`config.mk`:
```
export PLATFORM = sky130hd
export DESIGN_NAME = ex_mdu
export DESIGN_NICKNAME = d
export VERILOG_FILES = /design/src/rtl/ex_mdu_pkg.sv /design/src/rtl/mdu_div_core.sv /design/src/rtl/ex_mdu.sv
export SDC_FILE = /design/constraint.sdc
export NUM_CORES = 2
export LEC_CHECK = 0
export ABC_AREA = 1
export CAP_MARGIN = 20
export CORE_ASPECT_RATIO = 1.2
export CORE_MARGIN = 1.5
export CORE_UTILIZATION = 30
export CTS_CLUSTER_DIAMETER = 80
export DETAILED_ROUTE_END_ITERATION = 7
export HOLD_SLACK_MARGIN = 0.1
export PLACE_DENSITY_LB_ADDON = 0.25
export SKIP_LAST_GASP = 1
export SLEW_MARGIN = 20
export SYNTH_ARGS = -nofsm -noshare
export SYNTH_HDL_FRONTEND = slang
export SYNTH_HIERARCHICAL = 1
export SYNTH_SLANG_ARGS = --single-unit
```
`constraint.sdc`:
```
create_clock -name clk -period 2.38 [get_ports clk]
set_clock_uncertainty 0.15 [all_clocks]
set_input_delay 0.595 -clock clk [delete_from_list [all_inputs] [get_ports clk]]
set_output_delay 0.595 -clock clk [all_outputs]
set_load 0.005 [all_outputs]
```
`src/rtl/ex_mdu_pkg.sv`:
```
// ex_mdu_pkg: shared op-code constants, FSM state encoding and op decode helpers
// for the EX-stage multiply/divide unit.
package ex_mdu_pkg;

  localparam logic [2:0] MDU_MUL    = 3'd0;
  localparam logic [2:0] MDU_MULH   = 3'd1;
  localparam logic [2:0] MDU_MULHSU = 3'd2;
  localparam logic [2:0] MDU_MULHU  = 3'd3;
  localparam logic [2:0] MDU_DIV    = 3'd4;
  localparam logic [2:0] MDU_DIVU   = 3'd5;
  localparam logic [2:0] MDU_REM    = 3'd6;
  localparam logic [2:0] MDU_REMU   = 3'd7;

  typedef enum logic [1:0] {
    S_IDLE = 2'd0,
    S_MUL  = 2'd1,
    S_DIV  = 2'd2,
    S_DONE = 2'd3
  } mdu_state_e;

  function automatic logic is_mul(input logic [2:0] op);
    return op inside {MDU_MUL, MDU_MULH, MDU_MULHSU, MDU_MULHU};
  endfunction

  // rs1 is sign-extended for MULH/MULHSU, rs2 only for MULH
  function automatic logic mul_s1(input logic [2:0] op);
    return op inside {MDU_MULH, MDU_MULHSU};
  endfunction

  function automatic logic mul_s2(input logic [2:0] op);
    return op == MDU_MULH;
  endfunction

  function automatic logic mul_hi(input logic [2:0] op);
    return op inside {MDU_MULH, MDU_MULHSU, MDU_MULHU};
  endfunction

  function automatic logic div_signed(input logic [2:0] op);
    return op inside {MDU_DIV, MDU_REM};
  endfunction

  function automatic logic div_rem(input logic [2:0] op);
    return op inside {MDU_REM, MDU_REMU};
  endfunction

endpackage

```
`src/rtl/mdu_div_core.sv`:
```
// mdu_div_core: radix-2 restoring divider on unsigned magnitudes, one quotient
// bit per cycle, XLEN iterations. last_o flags the final iteration cycle and
// quot_o/rem_o carry that iteration's result so the caller can capture it on
// the same edge.
module mdu_div_core #(
  parameter int XLEN = 32
) (
  input  logic            clk,
  input  logic            rst,
  input  logic            start_i,
  input  logic            annul_i,
  input  logic [XLEN-1:0] dividend_i,
  input  logic [XLEN-1:0] divisor_i,
  output logic            last_o,
  output logic [XLEN-1:0] quot_o,
  output logic [XLEN-1:0] rem_o
);

  localparam int CW = $clog2(XLEN);
  localparam logic [CW-1:0] LAST = CW'(XLEN - 1);

  logic            busy_q, busy_d;
  logic [CW-1:0]   cnt_q, cnt_d;
  logic [XLEN-1:0] quot_q, quot_d, rem_q, rem_d, dsr_q, dsr_d;
  logic [XLEN:0]   rem_sh, diff;
  logic [XLEN-1:0] quot_n, rem_n;

  // one restoring step: shift in next dividend bit, subtract if it fits
  always_comb begin
    rem_sh = {rem_q, quot_q[XLEN-1]};
    diff   = rem_sh - {1'b0, dsr_q};
    rem_n  = diff[XLEN] ? rem_sh[XLEN-1:0] : diff[XLEN-1:0];
    quot_n = {quot_q[XLEN-2:0], ~diff[XLEN]};
  end

  assign last_o = busy_q & (cnt_q == LAST);
  assign quot_o = quot_n;
  assign rem_o  = rem_n;

  // iteration control: load on start, step while busy, drop on annul
  always_comb begin
    busy_d = busy_q;
    cnt_d  = cnt_q;
    quot_d = quot_q;
    rem_d  = rem_q;
    dsr_d  = dsr_q;
    if (annul_i) begin
      busy_d = 1'b0;
    end else if (start_i) begin
      busy_d = 1'b1;
      cnt_d  = '0;
      quot_d = dividend_i;
      rem_d  = '0;
      dsr_d  = divisor_i;
    end else if (busy_q) begin
      quot_d = quot_n;
      rem_d  = rem_n;
      cnt_d  = cnt_q + 1'b1;
      if (cnt_q == LAST) busy_d = 1'b0;
    end
  end

  // divider state registers
  always_ff @(posedge clk or negedge rst) begin
    if (!rst) begin
      busy_q <= 1'b0;
      cnt_q  <= '0;
      quot_q <= '0;
      rem_q  <= '0;
      dsr_q  <= '0;
    end else begin
      busy_q <= busy_d;
      cnt_q  <= cnt_d;
      quot_q <= quot_d;
      rem_q  <= rem_d;
      dsr_q  <= dsr_d;
    end
  end

endmodule

```
`src/rtl/ex_mdu.sv`:
```
// ex_mdu: multi-cycle RV32M/RV64M multiply/divide unit next to the EX ALU.
// Holds the pipeline via stallreq_o until a registered result is returned
// with its destination tag. Define MDU_DIV_EN to build the iterative divider;
// without it, divide ops complete in one cycle with a zero result.
module ex_mdu
  import ex_mdu_pkg::*;
#(
  parameter int XLEN       = 32,
  parameter int MUL_STAGES = 2
) (
  input  logic            clk,
  input  logic            rst,
  input  logic            start_i,
  input  logic [2:0]      op_i,
  input  logic [XLEN-1:0] reg1_i,
  input  logic [XLEN-1:0] reg2_i,
  input  logic [4:0]      wd_i,
  input  logic            annul_i,
  output logic            stallreq_o,
  output logic            done_o,
  output logic [XLEN-1:0] wdata_o,
  output logic [4:0]      wd_o,
  output logic            wreg_o
);

  localparam logic [2:0] MUL_LAST = 3'(MUL_STAGES - 1);

  mdu_state_e      state_q, state_d;
  logic [4:0]      wd_q, wd_d;
  logic [XLEN-1:0] wdata_q, wdata_d;
  logic            done_q, done_d;
  logic [2:0]      cnt_q, cnt_d;
  logic            hi_q, hi_d;
  logic            accept;

  logic [2*XLEN-1:0] ma, mb, mp;
  logic [2*XLEN-1:0] prod_q [MUL_STAGES];

  assign accept = (state_q == S_IDLE) & start_i & ~annul_i;

  // operands extended to 2*XLEN so the wrapped product is exact for every sign mix
  always_comb begin
    ma = {{XLEN{mul_s1(op_i) & reg1_i[XLEN-1]}}, reg1_i};
    mb = {{XLEN{mul_s2(op_i) & reg2_i[XLEN-1]}}, reg2_i};
    mp = ma * mb;
  end

  // product retiming chain; stage MUL_STAGES-1 is valid in the last MUL cycle
  always_ff @(posedge clk or negedge rst) begin
    if (!rst) begin
      for (int k = 0; k < MUL_STAGES; k++) prod_q[k] <= '0;
    end else begin
      if (accept) prod_q[0] <= mp;
      for (int k = 1; k < MUL_STAGES; k++) prod_q[k] <= prod_q[k-1];
    end
  end

`ifdef MDU_DIV_EN
  logic            qneg_q, qneg_d, rneg_q, rneg_d, rsel_q, rsel_d;
  logic            div_go, div_last, sdiv;
  logic [XLEN-1:0] mag1, mag2, div_quot, div_remw, div_res;

  // magnitudes for the unsigned core, and sign fix of its result
  always_comb begin
    sdiv    = div_signed(op_i);
    mag1    = (sdiv & reg1_i[XLEN-1]) ? -reg1_i : reg1_i;
    mag2    = (sdiv & reg2_i[XLEN-1]) ? -reg2_i : reg2_i;
    div_res = rsel_q ? (rneg_q ? -div_remw : div_remw)
                     : (qneg_q ? -div_quot : div_quot);
  end

  mdu_div_core #(.XLEN(XLEN)) u_div (
    .clk        (clk),
    .rst        (rst),
    .start_i    (div_go),
    .annul_i    (annul_i),
    .dividend_i (mag1),
    .divisor_i  (mag2),
    .last_o     (div_last),
    .quot_o     (div_quot),
    .rem_o      (div_remw)
  );

  // sign/select flags captured at start for the final fix-up
  always_ff @(posedge clk or negedge rst) begin
    if (!rst) begin
      qneg_q <= 1'b0;
      rneg_q <= 1'b0;
      rsel_q <= 1'b0;
    end else begin
      qneg_q <= qneg_d;
      rneg_q <= rneg_d;
      rsel_q <= rsel_d;
    end
  end
`endif

  // FSM next-state and registered-output logic
  always_comb begin
    state_d = state_q;
    wd_d    = wd_q;
    wdata_d = wdata_q;
    done_d  = 1'b0;
    cnt_d   = cnt_q;
    hi_d    = hi_q;
`ifdef MDU_DIV_EN
    div_go  = 1'b0;
    qneg_d  = qneg_q;
    rneg_d  = rneg_q;
    rsel_d  = rsel_q;
`endif
    case (state_q)
      S_IDLE: if (accept) begin
        wd_d  = wd_i;
        cnt_d = '0;
        hi_d  = mul_hi(op_i);
        if (is_mul(op_i)) begin
          state_d = S_MUL;
        end else begin
`ifdef MDU_DIV_EN
          qneg_d = sdiv & (reg1_i[XLEN-1] ^ reg2_i[XLEN-1]);
          rneg_d = sdiv & reg1_i[XLEN-1];
          rsel_d = div_rem(op_i);
          if (reg2_i == '0) begin
            state_d = S_DONE;
            done_d  = 1'b1;
            wdata_d = div_rem(op_i) ? reg1_i : '1;
          end else if (sdiv && reg1_i == {1'b1, {(XLEN-1){1'b0}}} && reg2_i == '1) begin
            state_d = S_DONE;
            done_d  = 1'b1;
            wdata_d = div_rem(op_i) ? '0 : reg1_i;
          end else begin
            state_d = S_DIV;
            div_go  = 1'b1;
          end
`else
          state_d = S_DONE;
          done_d  = 1'b1;
          wdata_d = '0;
`endif
        end
      end
      S_MUL: begin
        if (annul_i) begin
          state_d = S_IDLE;
        end else if (cnt_q == MUL_LAST) begin
          state_d = S_DONE;
          done_d  = 1'b1;
          wdata_d = hi_q ? prod_q[MUL_STAGES-1][2*XLEN-1:XLEN]
                         : prod_q[MUL_STAGES-1][XLEN-1:0];
        end else begin
          cnt_d = cnt_q + 1'b1;
        end
      end
      S_DIV: begin
`ifdef MDU_DIV_EN
        if (annul_i) begin
          state_d = S_IDLE;
        end else if (div_last) begin
          state_d = S_DONE;
          done_d  = 1'b1;
          wdata_d = div_res;
        end
`else
        state_d = S_IDLE;
`endif
      end
      S_DONE:  state_d = S_IDLE;
      default: state_d = S_IDLE;
    endcase
  end

  // FSM state and registered outputs
  always_ff @(posedge clk or negedge rst) begin
    if (!rst) begin
      state_q <= S_IDLE;
      wd_q    <= '0;
      wdata_q <= '0;
      done_q  <= 1'b0;
      cnt_q   <= '0;
      hi_q    <= 1'b0;
    end else begin
      state_q <= state_d;
      wd_q    <= wd_d;
      wdata_q <= wdata_d;
      done_q  <= done_d;
      cnt_q   <= cnt_d;
      hi_q    <= hi_d;
    end
  end

  // stall drops in the annul cycle so the flushed pipeline moves immediately
  assign stallreq_o = accept | (((state_q == S_MUL) | (state_q == S_DIV)) & ~annul_i);
  assign done_o     = done_q & ~annul_i;
  assign wreg_o     = done_o;
  assign wdata_o    = wdata_q;
  assign wd_o       = wd_q;

endmodule

```
==> results_tabular.tex <==
\begin{tabular}{lr}
\hline
Metric & Value \\
\hline
\multicolumn{2}{l}{\textbf{Run status}} \\
Outcome & finished with violations \\
Violated checks & negative setup slack \\
\multicolumn{2}{l}{\textbf{Route}} \\
Wire length per cell after detailed routing & 19.5 um \\
Via-to-Cell Ratio & 4.53 \\
Iter 0 DRT Violations & 2162 \\
DRT Pass-1 Iters & 6 \\
Via Count & 37900 \\
Overall routed net length & 163000 um \\
Final ANT Viol Nets & 0 \\
DRC violation count after routing & 0 \\
\multicolumn{2}{l}{\textbf{Layout}} \\
Number of nets in the finished design & 7767 \\
Area growth, synth to finish & 35.4\% \\
Fraction of layout instances using a drive strength above 1 & 27.0\% \\
Number of filler instances in the final layout & 15100 \\
Final cell area excluding filler cells & 62400 um\^{}2 \\
\multicolumn{2}{l}{\textbf{Floorplan}} \\
Number of core rows & 157 \\
Core area & 153000 um\^{}2 \\
Width of the die & 361 um \\
Chip height & 432 um \\
Die Area & 156000 um\^{}2 \\
Starting utilization of the core area & 30.2\% \\
Top-level port count & 116 \\
\multicolumn{2}{l}{\textbf{Timing}} \\
Period Utilization, post-route & 312\% \\
Final sum of negative setup slack & -259230 ps \\
Peak clock frequency supported by timing & 0.135 GHz \\
Unrepaired setup endpoints after global routing & true \\
Final Hold Viols & 0 \\
Shortest clock period the worst path allows after layout & 7420 ps \\
\# setup viols final & 65 \\
Actual transition at the worst max-transition pin & 651 ps \\
Final WS setup & -5040 ps \\
Worst-case headroom to the max-slew limit & 56.6\% \\
Tightest hold margin & 217 ps \\
Final Max Slew Viols & 0 \\
\multicolumn{2}{l}{\textbf{Global route}} \\
Vias in the first global route & 41800 \\
Total routing resource utilization after global routing & 21.4\% \\
Sum of overflow across all layers after global routing & 0 \\
Global-route wire length before repair & 252000 um \\
Largest net degree at the start of global routing & 80 \\
Initial antenna violation count & 7 \\
\multicolumn{2}{l}{\textbf{Setup path}} \\
Worst Path Max Fanout & 5 \\
Category of the most critical setup path & in -> reg \\
Arrival time at the worst endpoint & 7600 ps \\
Library cell appearing most often on the critical path & inv\_2 \\
Data required time at the worst endpoint & 2560 ps \\
Maximum cell stage delay along the critical path & 600 ps \\
Max stage delay cell, worst path & fa\_2 \\
Kind of start point of the critical path & input pin \\
Depth of the worst register-to-register path & 11 \\
Kind of end point of the critical path & flip-flop \\
\multicolumn{2}{l}{\textbf{Flow run}} \\
Total of max-cap violations & 0 \\
\multicolumn{2}{l}{\textbf{CTS}} \\
TritonCTS Sinks & 172 \\
Clock latency on the worst-skew pair & 430 ps \\
Number of buffers inserted during clock tree synthesis & 17 \\
Clk pin slew, worst setup/hold paths & 80 ps \\
Clock tree from TritonCTS & yes \\
\# H-tree levels & 4 \\
Clk root buf & clkbuf\_16 \\
Max clock buf depth & 2 \\
\multicolumn{2}{l}{\textbf{Synthesis}} \\
Mapped Avg Cell Area & 8.20 um\^{}2 \\
Primary FF master, synth & dfrtp\_1 \\
Netlist cell types & 48 \\
Number of instances in the synthesized netlist & 5616 \\
Post-Syn Nets & 7033 \\
Number of warning messages in the yosys log & 6 \\
Area share of the largest cell type after synthesis & 48.9\% \\
Async set-or-reset flop fraction in the synthesized netlist & 100\% \\
Count of flip-flops with a built-in enable after synthesis & 0 \\
Sequential share of the synthesized area & 9.34\% \\
Number of register bits inferred by synthesis & 172 \\
Yosys top cell by area & fa\_1 \\
Biggest area contributors in the synthesized netlist & fa\_1, inv\_1, nand2\_1, dfrtp\_1, ha\_1 \\
Post-synthesis instance area & 46100 um\^{}2 \\
\multicolumn{2}{l}{\textbf{Placement}} \\
I/O Buffers & 115 \\
Area after DPL & 56000 um\^{}2 \\
Routability Congestion & 0.891 \\
Post-detail-place hpwl & 127000 um \\
\multicolumn{2}{l}{\textbf{Worst hold path}} \\
Cell count of the worst hold path & 0 \\
Worst hold path type & reg -> reg \\
\hline
\end{tabular}
==> area by class of cell <==
class / count / area, um^2 / area share, %
Antenna cell: 1 / 2.50 / 0.00401
Clock buffer: 19 / 443 / 0.710
Clock inverter: 13 / 179 / 0.287
Inverter: 1659 / 6270 / 10.0
Multi-Input combinational cell: 3508 / 38200 / 61.2
Sequential cell: 172 / 4300 / 6.90
Tap cell: 1987 / 2490 / 3.98
Timing Repair Buffer: 992 / 10500 / 16.9
==> logic make-up (layout without fill, tap and decap cells) <==
kind of cell    after synthesis  count (layout)  synth area share [%]
compound gates              279             279                  3.63
other cells                   0               1                     0
buf+inv                    1936            2683                  15.8
flops                       172             172                  9.34
simple gates               1862            1862                  15.9
fa+ha+maj                  1341            1341                  54.7
xor+xnor                     25              25                 0.475
mux                           1               1                0.0217
==> per-stage QoR <==
stage	cells	worst slack (ps)	util, %
floorplan	5616	-5120	-
global placement	8086	-6000	36.7
detailed placement	8086	-6030	36.7
CTS	8321	-5010	39.9
global route	8351	-5230	40.9
finish	8351	-5040	40.9
==> worst paths after layout <==
path,start,to,slack [ps]
worst max-delay path,op_i[2],prod_q[118],-5040
worst min-delay path,prod_q[77],prod_q[13],220
worst max register to register,state_q[1],wdata_o[7],210
worst min register to register,prod_q[77],prod_q[13],220
max in group asynchronous,rst,prod_q[73],880
min in group asynchronous,rst,done_q,600
==> sequential cells by signal (all words and copies together) (netlist names) <==
signal	flops
hi_q	1
cnt_q	3
state_q	2
done_q	1
prod_q	128
wdata_o	32
wd_o	5
==> per-layer routing <==
layer / part of all wire (%) / track usage (%) / up-vias
li1: - / - / 17200
met2: 50 / 38.1 / 902
met3: 5.5 / 3.10 / 209
met5: 0.010 / 0 / -
met1: 41 / 26.7 / 19500
met4: 3.6 / 6.27 / 2
==> cell usage after synthesis (2+ instances only) <==
cell type     n
fa_1       1125
nand2_1    1487
nor3_1       13
o31ai_1      16
o21ai_0     109
nand2_2      11
o21a_1        2
o21ai_1      10
xnor2_1      22
a21oi_1      78
or2_2         6
nor2_1      204
nor2_2        6
nand3_2       7
o22ai_1       2
buf_6         2
buf_4         5
a21oi_2       4
dfrtp_1     172
or2_0         2
o31ai_2      17
a21o_1        6
xor2_1        3
a31oi_1      18
nand3b_1      4
nand3_1      88
o21bai_1     12
clkbuf_1    267
inv_1      1654
inv_2         4
nand4_1      27
buf_2         2
ha_1        216
==> what timing repair did <==
item	CTS	global route
resized for setup	803	357
setup buffers	178	41
endpoints found under the setup margin	65	67
cloned	33	1
hold buffers	1	0
hold endpoints to repair	54	0
pin swaps	306	237
==> layout by cell type (no fill, tap or decap), drive strengths merged, types with 6 or more instances in the layout <==
master	instances
nand3	95
clkbuf	24
clkdlybuf4s15	8
nor3	13
xnor2	22
nand4	27
nand2	1499
fa	1125
o21bai	13
a31oi	18
dlygate4sd2	6
buf	893
or2	9
clkdlybuf4s50	52
a21o	6
dfrtp	172
o31ai	33
o21ai	120
ha	216
a21oi	82
inv	1662
nor2	211
bufbuf	23
==> critical path: cells and delay by family <==
family / cells / cell delay (ps)
adders and majority gates: 9 / 4580
buffers and inverters: 13 / 1090
and+or+nand+nor: 12 / 1320
Power is not shown: default switching activity piles up to over one toggle a cycle in this logic, so the estimate is an artifact.
